File: src/rtl/wbarbiter_rr2_pkg.sv
// Shared types for the two-master round-robin Wishbone arbiter.
package wbarbiter_rr2_pkg;

    typedef enum logic [1:0] {
        ST_IDLE  = 2'd0,
        ST_GNT_A = 2'd1,
        ST_GNT_B = 2'd2,
        ST_ABORT = 2'd3
    } arb_state_t;

    typedef enum logic {
        OWN_A = 1'b0,
        OWN_B = 1'b1
    } owner_t;

    // Round-robin tie break: the master not granted last wins.
    function automatic owner_t tie_winner(input owner_t last);
        return (last == OWN_B) ? OWN_A : OWN_B;
    endfunction

endpackage

File: src/rtl/wbarb_timeout.sv
// Stall watchdog: counts enabled, uncleared cycles and flags the cycle whose
// increment would reach TIMEOUT.
module wbarb_timeout #(
    parameter int unsigned TIMEOUT = 8
) (
    input  logic i_clk,
    input  logic i_reset,
    input  logic clear,
    input  logic enable,
    output logic expire_c
);

    localparam int unsigned CW = (TIMEOUT > 0) ? $clog2(TIMEOUT + 1) : 1;

    logic [CW-1:0] count;

    assign expire_c = enable && !clear && (count == CW'(TIMEOUT - 1));

    always_ff @(posedge i_clk) begin
        if (i_reset || clear) begin
            count <= '0;
        end else if (enable && (count != CW'(TIMEOUT))) begin
            count <= count + CW'(1);
        end
    end

endmodule

File: src/rtl/wbarbiter_rr2.sv
// Two-master round-robin arbiter for one pipelined Wishbone slave port, with
// outstanding-request tracking and an optional hung-cycle abort.
module wbarbiter_rr2
    import wbarbiter_rr2_pkg::*;
#(
    parameter int unsigned AW      = 32,
    parameter int unsigned DW      = 32,
    parameter int unsigned LGDEPTH = 4,
    parameter int unsigned TIMEOUT = 0
) (
    input  logic               i_clk,
    input  logic               i_reset,
    input  logic               i_a_cyc,
    input  logic               i_a_stb,
    input  logic               i_a_we,
    input  logic [AW-1:0]      i_a_addr,
    input  logic [DW-1:0]      i_a_data,
    input  logic [DW/8-1:0]    i_a_sel,
    output logic               o_a_ack,
    output logic               o_a_stall,
    output logic               o_a_err,
    input  logic               i_b_cyc,
    input  logic               i_b_stb,
    input  logic               i_b_we,
    input  logic [AW-1:0]      i_b_addr,
    input  logic [DW-1:0]      i_b_data,
    input  logic [DW/8-1:0]    i_b_sel,
    output logic               o_b_ack,
    output logic               o_b_stall,
    output logic               o_b_err,
    output logic [DW-1:0]      o_rdata,
    output logic               o_cyc,
    output logic               o_stb,
    output logic               o_we,
    output logic [AW-1:0]      o_addr,
    output logic [DW-1:0]      o_data,
    output logic [DW/8-1:0]    o_sel,
    input  logic               i_ack,
    input  logic               i_stall,
    input  logic               i_err,
    input  logic [DW-1:0]      i_data,
    output logic [1:0]         o_grant,
    output logic [LGDEPTH-1:0] o_outstanding
);

    localparam int unsigned SW = DW / 8;

    arb_state_t state_q, state_d;
    owner_t     last_q, last_d;
    owner_t     abort_own_q, abort_own_d;
    logic       abort_first_q, abort_first_d;
    logic       expire;

    logic          gnt_a, gnt_b, gnt_any, in_abort;
    logic          own_cyc, own_stb, own_we;
    logic [AW-1:0] own_addr;
    logic [DW-1:0] own_data;
    logic [SW-1:0] own_sel;
    logic          full, inc, dec, ack_c, err_c, abort_err_c;

    assign gnt_a    = (state_q == ST_GNT_A);
    assign gnt_b    = (state_q == ST_GNT_B);
    assign gnt_any  = gnt_a || gnt_b;
    assign in_abort = (state_q == ST_ABORT);

    // Owner mux; zeroed outside a grant so a non-owner never reaches the slave.
    always_comb begin
        own_cyc  = 1'b0;
        own_stb  = 1'b0;
        own_we   = 1'b0;
        own_addr = '0;
        own_data = '0;
        own_sel  = '0;
        if (gnt_a) begin
            own_cyc  = i_a_cyc;
            own_stb  = i_a_stb;
            own_we   = i_a_we;
            own_addr = i_a_addr;
            own_data = i_a_data;
            own_sel  = i_a_sel;
        end else if (gnt_b) begin
            own_cyc  = i_b_cyc;
            own_stb  = i_b_stb;
            own_we   = i_b_we;
            own_addr = i_b_addr;
            own_data = i_b_data;
            own_sel  = i_b_sel;
        end
    end

    assign full   = (o_outstanding == '1);
    assign o_cyc  = own_cyc;
    assign o_stb  = own_cyc && own_stb && !full;
    assign o_we   = own_we;
    assign o_addr = own_addr;
    assign o_data = own_data;
    assign o_sel  = own_sel;
    assign o_rdata = i_data;

    assign ack_c       = i_ack && o_cyc;
    assign err_c       = i_err && o_cyc;
    assign abort_err_c = in_abort && abort_first_q;

    assign o_a_ack   = gnt_a && ack_c;
    assign o_b_ack   = gnt_b && ack_c;
    assign o_a_err   = (gnt_a && err_c) || (abort_err_c && (abort_own_q == OWN_A));
    assign o_b_err   = (gnt_b && err_c) || (abort_err_c && (abort_own_q == OWN_B));
    assign o_a_stall = !gnt_a || i_stall || full;
    assign o_b_stall = !gnt_b || i_stall || full;

    assign inc = o_stb && !i_stall;
    assign dec = (i_ack || i_err) && o_cyc;

    // Outstanding requests; dropping cyc abandons everything in flight.
    always_ff @(posedge i_clk) begin
        if (i_reset || !o_cyc) begin
            o_outstanding <= '0;
        end else if (inc && !dec) begin
            o_outstanding <= o_outstanding + LGDEPTH'(1);
        end else if (dec && !inc && (o_outstanding != '0)) begin
            o_outstanding <= o_outstanding - LGDEPTH'(1);
        end
    end

    generate
        if (TIMEOUT > 0) begin : g_timeout
            logic to_clear;
            assign to_clear = !o_cyc || (o_outstanding == '0) || i_ack || i_err;
            wbarb_timeout #(
                .TIMEOUT (TIMEOUT)
            ) u_timeout (
                .i_clk    (i_clk),
                .i_reset  (i_reset),
                .clear    (to_clear),
                .enable   (1'b1),
                .expire_c (expire)
            );
        end else begin : g_no_timeout
            assign expire = 1'b0;
        end
    endgenerate

    always_ff @(posedge i_clk) begin
        if (i_reset) begin
            state_q       <= ST_IDLE;
            last_q        <= OWN_B;
            abort_own_q   <= OWN_A;
            abort_first_q <= 1'b0;
            o_grant       <= 2'b00;
        end else begin
            state_q       <= state_d;
            last_q        <= last_d;
            abort_own_q   <= abort_own_d;
            abort_first_q <= abort_first_d;
            o_grant       <= {state_d == ST_GNT_B, state_d == ST_GNT_A};
        end
    end

    // Arbitration: grants last a whole bus cycle, handoff without an idle gap.
    always_comb begin
        state_d       = state_q;
        last_d        = last_q;
        abort_own_d   = abort_own_q;
        abort_first_d = 1'b0;
        case (state_q)
            ST_IDLE: begin
                if (i_a_cyc && i_b_cyc) begin
                    last_d  = tie_winner(last_q);
                    state_d = (last_d == OWN_A) ? ST_GNT_A : ST_GNT_B;
                end else if (i_a_cyc) begin
                    last_d  = OWN_A;
                    state_d = ST_GNT_A;
                end else if (i_b_cyc) begin
                    last_d  = OWN_B;
                    state_d = ST_GNT_B;
                end
            end
            ST_GNT_A: begin
                if (expire) begin
                    state_d       = ST_ABORT;
                    abort_own_d   = OWN_A;
                    abort_first_d = 1'b1;
                end else if (!i_a_cyc) begin
                    if (i_b_cyc) begin
                        state_d = ST_GNT_B;
                        last_d  = OWN_B;
                    end else begin
                        state_d = ST_IDLE;
                    end
                end
            end
            ST_GNT_B: begin
                if (expire) begin
                    state_d       = ST_ABORT;
                    abort_own_d   = OWN_B;
                    abort_first_d = 1'b1;
                end else if (!i_b_cyc) begin
                    if (i_a_cyc) begin
                        state_d = ST_GNT_A;
                        last_d  = OWN_A;
                    end else begin
                        state_d = ST_IDLE;
                    end
                end
            end
            ST_ABORT: begin
                if ((abort_own_q == OWN_A) ? !i_a_cyc : !i_b_cyc) begin
                    state_d = ST_IDLE;
                end
            end
            default: state_d = ST_IDLE;
        endcase
    end

endmodule

File: config.mk
export PLATFORM = sky130hd
export DESIGN_NAME = wbarbiter_rr2
export DESIGN_NICKNAME = d
export VERILOG_FILES = /design/src/rtl/wbarbiter_rr2_pkg.sv /design/src/rtl/wbarb_timeout.sv /design/src/rtl/wbarbiter_rr2.sv
export SDC_FILE = /design/constraint.sdc
export NUM_CORES = 1
export LEC_CHECK = 0
export BUFFER_PORTS_ARGS = -buffer_cell sky130_fd_sc_hd__clkbuf_2
export CAP_MARGIN = 20
export CORE_AREA = 8 8 108 110
export CTS_BUF_LIST = sky130_fd_sc_hd__clkbuf_16
export CTS_CLUSTER_SIZE = 30
export DETAILED_ROUTE_END_ITERATION = 6
export DIE_AREA = 0 0 116 118
export GPL_ROUTABILITY_DRIVEN = 0
export SLEW_MARGIN = 20
export SYNTH_ARGS = -nofsm -noshare
export SYNTH_HDL_FRONTEND = slang
export SYNTH_SLANG_ARGS = --single-unit
File: constraint.sdc
create_clock -name i_clk -period 6.35 [get_ports i_clk]
set_clock_uncertainty 0.15 [all_clocks]
set_input_delay 1.5875 -clock i_clk [delete_from_list [all_inputs] [get_ports i_clk]]
set_output_delay 1.5875 -clock i_clk [all_outputs]
set_load 0.01 [all_outputs]
# Word-level counts from Yosys, hierarchy flattened
# Cells that the tools add are included.
[op_classes] addsub=2 n_mul=0 div_mod_pow=0 magnitude_cmp=0 eq_ne=9 shift=0 n_mux=32 bitwise_logic=0 reduce_logical=32
[ops] cell="two-way mux 32 bit" n=4
[ops] cell="two-way mux 2 bit" n=8
[ops] cell="two-way mux 4 bit" n=4
[ops] cell="logical AND 1 bit" n=14
[ops] cell="two-way mux 1 bit" n=14
[ops] cell="case mux 2 bit (4 select lines)" n=1
[ops] cell="logical NOT 1 bit" n=7
[ops] cell="equality test 2 bit, second input constant" n=3
[ops] cell="logical OR 1 bit" n=6
[ops] cell="!= test 2 bit, second input constant" n=3
[ops] cell="adder 4 x 1 -> 4 bit, second input constant" n=1
[ops] cell="equality test 2 x 1 -> 1 bit, second input constant" n=2
[ops] cell="equality test 4 bit, second input constant" n=1
[ops] cell="AND reduction 4 bit" n=1
[ops] cell="nonzero test 4 bit" n=1
[ops] cell="subtractor 4 x 1 -> 4 bit, second input constant" n=1
[ops] cell="case mux 1 bit (3 select lines)" n=1
[ops] cell="nonzero test 3 bit" n=1
[ops] cell="logical NOT 2 bit" n=1
[ops] cell="nonzero test 2 bit" n=1
[word_totals] register_bits=9 latch_bits=0 ramBits=0 mem_bits_ro=0 output_inout_bits=115 word_cells=79 n_memories=0

# Depth between registers and ports, before layout
# Gate-level depths: netlist of the first run.
[logic_depth] depth_word=11 mapped_depth=12 ltp_nobuf=11

# Worst setup path before layout of the first run
# OpenSTA, ideal clock, no wires.
[synth_timing] kind="input port to output port" from="input i_b_cyc" to="output o_b_ack" arrival_time_ns=2.190 required_time_ns=4.612 setup_slack_ns=2.423 cell_stages=4 path_buffers=1 cell_sequence="buf_6 nand3b_1 nand2_1 and3_1"
[synth_between] elab_chain_len=4
[synth_lines] element="start: declaration" line="wbarbiter_rr2.sv:22" rtl="input logic i_b_cyc,"
[synth_lines] element="two-way mux 1 bit" line="wbarbiter_rr2.sv:81" rtl="end else if (gnt_b) begin"
[synth_lines] element="two-way mux 1 bit" line="wbarbiter_rr2.sv:74" rtl="if (gnt_a) begin"
[synth_lines] element="net o_cyc" line="wbarbiter_rr2.sv:32" rtl="output logic o_cyc,"
[synth_lines] element="logical AND 1 bit" line="wbarbiter_rr2.sv:100" rtl="assign ack_c = i_ack && o_cyc;"
[synth_lines] element="logical AND 1 bit" line="wbarbiter_rr2.sv:105" rtl="assign o_b_ack = gnt_b && ack_c;"
[synth_lines] element="end: declaration" line="wbarbiter_rr2.sv:28" rtl="output logic o_b_ack,"
# The timed path passes the listed nets, and every way through them passes these cells.

# Worst setup path in the final report of the first run
[layout_timing] from="input i_a_cyc" to="output o_b_err"
[layout_between] elab_chain_len=3
[layout_lines] element="start: declaration" line="wbarbiter_rr2.sv:13" rtl="input logic i_a_cyc,"
[layout_lines] element="two-way mux 1 bit" line="wbarbiter_rr2.sv:74"
[layout_lines] element="logical AND 1 bit" line="wbarbiter_rr2.sv:101" rtl="assign err_c = i_err && o_cyc;"
[layout_lines] element="logical AND 1 bit" line="wbarbiter_rr2.sv:107" rtl="assign o_b_err = (gnt_b && err_c) || (abort_err_c && (abort_own_q == OWN_B));"
[layout_lines] element="end: declaration" line="wbarbiter_rr2.sv:30" rtl="output logic o_b_err,"
# Every way passes these cells.

==> results.toml, run 1 <==
[run_status]
status = "complete, no violations"

[clock_tree]
cts-buffers-inserted = 3
htree_num_levels = 1
cts_root_buf = "clkbuf_16"
cts_sinks = 9
cts_tree = "built"
ctsHoldBuffers = 0
clk_path_buf_depth = 2
postCtsSetupBuffers = 0
path_clk_slew_ps = 40
cts_resized = 0
clock_latency_ps = 240

[cells_and_area]
final_cell_mix = "clkbuf_2 (229), nand2_1 (136), o21ai_0 (60)"
final_cells = 653
final_util_pct = 29.9
nets = 704
final_layout_size_suffix_gt1_share_pct = 46.8
design_area_um2 = 2990
areaGrowthSynthToFinish_pct = 56.2
layout_commonest_cell = "clkbuf_2"
diodes = 0

[critical_path]
cp.arrival_ps = 2420
cp_max_fo = 13
required_ps = 4610
crit_type = "primary input to output port"
worstSetupEndpointType = "output port"
start_kind = "primary input"

[timing]
maxSlewHeadroom_pct = 56.8
fmax_ghz = 0.241
min_period_over_period_pct = 65.4
setup_tns_ps = 0
layout_min_cycle_time_ps = 4150
rsz0062_at_grt = "no"
hold_ws_ps = 448
hold_viol_final = 0
worstMarginPinSlew_ps = 648
final_max_slew_viol_count = 0
worst_slack_ps = 2200
finalSetupViolCount = 0

[global_routing]
overflow = 0
grt_first_pass_wirelength_mm = 14.5
grt_pass1_vias = 2849
grt_max_degree = 81
track_usage_pct = 13.1
antenna_found_initial = 0

[synthesis]
ys_seq_elements = 9
synth.area.top_cells = "nand2_1 (27%), o21ai_0 (16%), buf_4 (13%)"
syn-cell-area_um2 = 1920
ys_types = 42
async_reset_ff_share_pct = 0
yosysTopAreaCellShare_pct = 26.6
synth-edff-count = 0
yosys_warnings = 0
yosysTopAreaCell = "nand2_1"
syn_nets = 526
yosysSeqAreaShare_pct = 9.41
synthCells = 340
syn_avg_cell_area_um2 = 5.63
synthFlopType = "dfxtp_1"

[route]
route.detailed.drc = 0
routedWlPerCell_um = 15.2
via_per_inst = 4.35
vias = 2839
initialDrtViolationCount = 181
drt-total-wl_mm = 9.92
drt_first_pass_iters = 6
antenna_left = 0

[floorplanning]
ios = 294
rows = 37
die-width_um = 116
die_y_um = 118
design.die.area_um2 = 13700
start_util_pct = 19.2
core-area_um2 = 10000

[job]
drv_cap = 0

[power_and_ir_drop]
leakage_nw = 1.58
powerDensity_nw_per_um2 = 202
vdd_drop_max_v = 0.000150
total_power_mw = 0.605

[hold_path]
hp-class = "flip-flop to flip-flop"

[place]
port_buffers = 229
placed_area_um2 = 2910
post-place-ws_ps = 2200
dp_hpwl_mm = 8.58
dp_cells = 649
## synthesized netlist by cell type, types with 2 or more instances
| cell | instances |
|---|---|
| a21o_1 | 2 |
| a21oi_1 | 4 |
| a22o_1 | 4 |
| a31oi_1 | 2 |
| and2_1 | 2 |
| and3_1 | 5 |
| buf_1 | 7 |
| buf_2 | 3 |
| buf_4 | 32 |
| clkbuf_1 | 15 |
| dfxtp_1 | 9 |
| ha_1 | 6 |
| inv_1 | 4 |
| mux2i_1 | 3 |
| nand2_1 | 136 |
| nand2b_1 | 2 |
| nand3_1 | 2 |
| nand3b_1 | 3 |
| nor2_1 | 7 |
| nor2b_1 | 2 |
| o21ai_0 | 60 |
| o21ai_1 | 9 |
| xor2_1 | 2 |
## state kept, by name (all words and copies together) (netlist names)
signal         flops
o_outstanding      4
o_grant            2
state_q            2
last_q             1
## cell type report
cell class                      instances  area, µm²
Timing Repair Buffer                  231       1160
Clock buffer                            3       75.1
Inverter                                5       18.8
Tap cell                              136        170
Multi-Input combinational cell        268       1380
Clock inverter                          1       3.75
Fill cell                            1150       7010
Sequential cell                         9        180
## worst max-delay path, stage by stage
cell      delay (ps)
clkbuf_2         220
nand2_1          140
nand2_1          160
and3_1           170
clkbuf_2         130
## per-layer routing
metal	share of wire [%]	global-route usage, %	vias up	wire [µm]
li1	-	-	1443	-
met2	51	24.6	158	5040
met4	1.6	3.57	0	161
met5	0	0	-	0
met3	12	4.26	13	1190
met1	36	13.2	1225	3540
## path summary, 6_finish.rpt
check                           cells past startpoint  slack, ps                          start                             to
worst max-delay path                                5       2200                        i_a_cyc                        o_b_err
worst min-delay path                                2        450  o_outstanding[2]$_SDFFE_PP0P_  o_outstanding[2]$_SDFFE_PP0P_
worst max register to register                     11       3300          state_q[0]$_SDFF_PP0_  o_outstanding[3]$_SDFFE_PP0P_
worst min register to register                      2        450  o_outstanding[2]$_SDFFE_PP0P_  o_outstanding[2]$_SDFFE_PP0P_
## cells by family after synthesis
logic type	Yosys count	share of synthesized area (%)
DFF	9	9.41
AOI/OAI and AO/OA	90	26.8
buffers and inverters	63	19.2
xor gates and xnor gates	2	0.915
and+or+nand+nor	165	35.9
adders and majority gates	7	4.96
muxes	4	2.74
## power by group
| part | leakage (nW) | internal, mW | switching, mW |
|---|---|---|---|
| registers | 0.0735 | 0.0643 | 0.00777 |
| logic | 1.46 | 0.164 | 0.258 |
| clock network | 0.0423 | 0.0824 | 0.0288 |
| total | 1.58 | 0.311 | 0.294 |
No activity file was read; power rests on OpenSTA's default activity.
==> run 2, diff against run 1 <==
==> constraint.sdc (replaced) <==
create_clock -name i_clk -period 4.2 [get_ports i_clk]
set_clock_uncertainty 0.15 [all_clocks]
set_input_delay 1.05 -clock i_clk [delete_from_list [all_inputs] [get_ports i_clk]]
set_output_delay 1.05 -clock i_clk [all_outputs]
set_load 0.01 [all_outputs]
==> run 2 against run 1 <==
Compared with the run above:
- worst hold slack improved by 7.5 ps
- routed wire length is 3.1% higher
- worst setup slack got worse by 1400 ps
- design area is 0.67% higher
- count of clock-buffer cells in the layout is the same
- via count is 1.1% lower
- clock power grew 50%
- sequential power is 51% higher
- combinational power up 52%
- cell count is 0.15% higher
- critical endpoint is now o_addr[5]
==> results.toml, run 2 (same netlist as run 1, synthesis figures left out) <==
[clock_tree]
cts-buffers-inserted = 3
clock_latency_ps = 230
cts_root_buf = "clkbuf_16"
cts_tree = "built"
ctsHoldBuffers = 0
cts_resized = 0
postCtsSetupBuffers = 0
cts_sinks = 9
htree_num_levels = 1
path_clk_slew_ps = 40
clk_path_buf_depth = 2

[power_and_ir_drop]
seqPwrFrac_pct = 11.8
p_clk_share_pct = 18.1
total_power_mw = 0.919
powerDensity_nw_per_um2 = 305
p_switching_mw = 0.443
p_comb_share_pct = 70.0
leakage_nw = 1.58
p_sw_share_pct = 48.2
vdd_drop_max_v = 0.000228
p_int_mw = 0.476

[critical_path]
crit_cells = 6
cp-endpoint = "o_addr[5]"
r2r-end = "o_outstanding[3]$_SDFFE_PP0P_"
cp_max_fo = 41
crit_type = "flip-flop to output port"
required_ps = 3000
slowest_delay_ps = 630
slowest_stage = "ha_2"
reg2regPathDepth = 11
r2r_slack_ps = 1110
regToRegStartpoint = "state_q[0]$_SDFF_PP0_"
crit_start = "state_q[0]$_SDFF_PP0_"
path_delay_family = "adder cells"
path_cells = "inv_1 > ha_2 > buf_12 > nand2_1 > o21ai_0 > clkbuf_2"
cp_num_buf_inv = 3
worstSetupEndpointType = "output port"
cp.arrival_ps = 2220
start_kind = "flip-flop"

[timing]
hold_viol_final = 0
finalSetupViolCount = 0
setup_tns_ps = 0
layout_min_cycle_time_ps = 3420
hold_ws_ps = 455
maxSlewHeadroom_pct = 55.4
worstMarginPinSlew_ps = 669
fmax_ghz = 0.292
rsz0062_at_grt = "no"
final_max_slew_viol_count = 0
min_period_over_period_pct = 81.5

[floorplanning]
rows = 37
ios = 294
die-width_um = 116
design.die.area_um2 = 13700
die_y_um = 118
start_util_pct = 19.2
core-area_um2 = 10000

[cells_and_area]
largest_reg_flops = 4
diodes = 0
final_layout_size_suffix_gt1_share_pct = 46.9
areaGrowthSynthToFinish_pct = 57.2
reg_top3 = "o_outstanding x4, o_grant x2, state_q x2"
largest_register = "o_outstanding"
nets = 705
final_cells = 654
layout_commonest_cell = "clkbuf_2"
final_cell_mix = "clkbuf_2 (229), nand2_1 (136), o21ai_0 (60)"
final_util_pct = 30.1

[route]
via_per_inst = 4.30
vias = 2809
drt_first_pass_iters = 5
drt-total-wl_mm = 10.2
route.detailed.drc = 0
routedWlPerCell_um = 15.6
antenna_left = 0
initialDrtViolationCount = 140

[run_status]
status = "complete, no violations"

[hold_path]
hp-class = "flip-flop to flip-flop"

[global_routing]
grt_pass1_vias = 2821
antenna_found_initial = 0
grt_first_pass_wirelength_mm = 15.1
overflow = 0
grt_max_degree = 69
track_usage_pct = 13.5

[place]
dp_hpwl_mm = 8.90
port_buffers = 229
dp_cells = 650

[job]
drv_cap = 0
-- run 2: cell type report --
cell class / count / area, µm²
fill: 1142 / 6990
multi-input combinational: 268 / 1380
timing repair buffer: 232 / 1180
sequential: 9 / 180
tap: 136 / 170
clock buffer: 3 / 75.1
inverter: 5 / 18.8
clock inverter: 1 / 3.75
-- run 2: worst min-delay path: stages, from the launching register on --
cell     delay (ps)
dfxtp_1         360
mux2i_1         150
nor2_1           50
-- run 2: routing by layer --
metal | GRT usage [%] | part of all wire (%) | up-vias
met3 | 4.26 | 12 | 15
met2 | 25.5 | 51 | 140
li1 | - | - | 1445
met5 | 0 | 0 | -
met1 | 13.5 | 35 | 1209
met4 | 3.81 | 1.9 | 0
-- run 2: stage by stage --
step / cell area [µm²] / setup slack [ps]
after floorplan: 1920 / 1350
after global placement: 2930 / 1160
after detailed placement: 2930 / 1050
after CTS: 3010 / 787
after global routing: 3010 / 608
final: 3010 / 776
-- run 2: worst min-delay path by stage --
stage,to,cells after the start,from
6_report,o_outstanding[2]$_SDFFE_PP0P_,2,o_outstanding[2]$_SDFFE_PP0P_
3_3_place_gp,o_outstanding[2]$_SDFFE_PP0P_,2,o_outstanding[2]$_SDFFE_PP0P_
2_1_floorplan,o_outstanding[2]$_SDFFE_PP0P_,2,o_outstanding[2]$_SDFFE_PP0P_
4_1_cts,o_outstanding[2]$_SDFFE_PP0P_,2,o_outstanding[2]$_SDFFE_PP0P_
3_5_place_dp,o_outstanding[2]$_SDFFE_PP0P_,2,o_outstanding[2]$_SDFFE_PP0P_
5_1_grt,o_outstanding[2]$_SDFFE_PP0P_,2,o_outstanding[2]$_SDFFE_PP0P_
-- run 2: power groups by stage --
| stage | Combinational, mW | Clock (mW) | Sequential, mW |
|---|---|---|---|
| after global routing | 0.717 | 0.174 | 0.110 |
| after floorplan | 0.396 | 0 | 0.108 |
| final | 0.643 | 0.167 | 0.109 |
| after CTS | 0.655 | 0.170 | 0.109 |
| after detailed placement | 0.651 | 0 | 0.110 |
| after global placement | 0.645 | 0 | 0.109 |
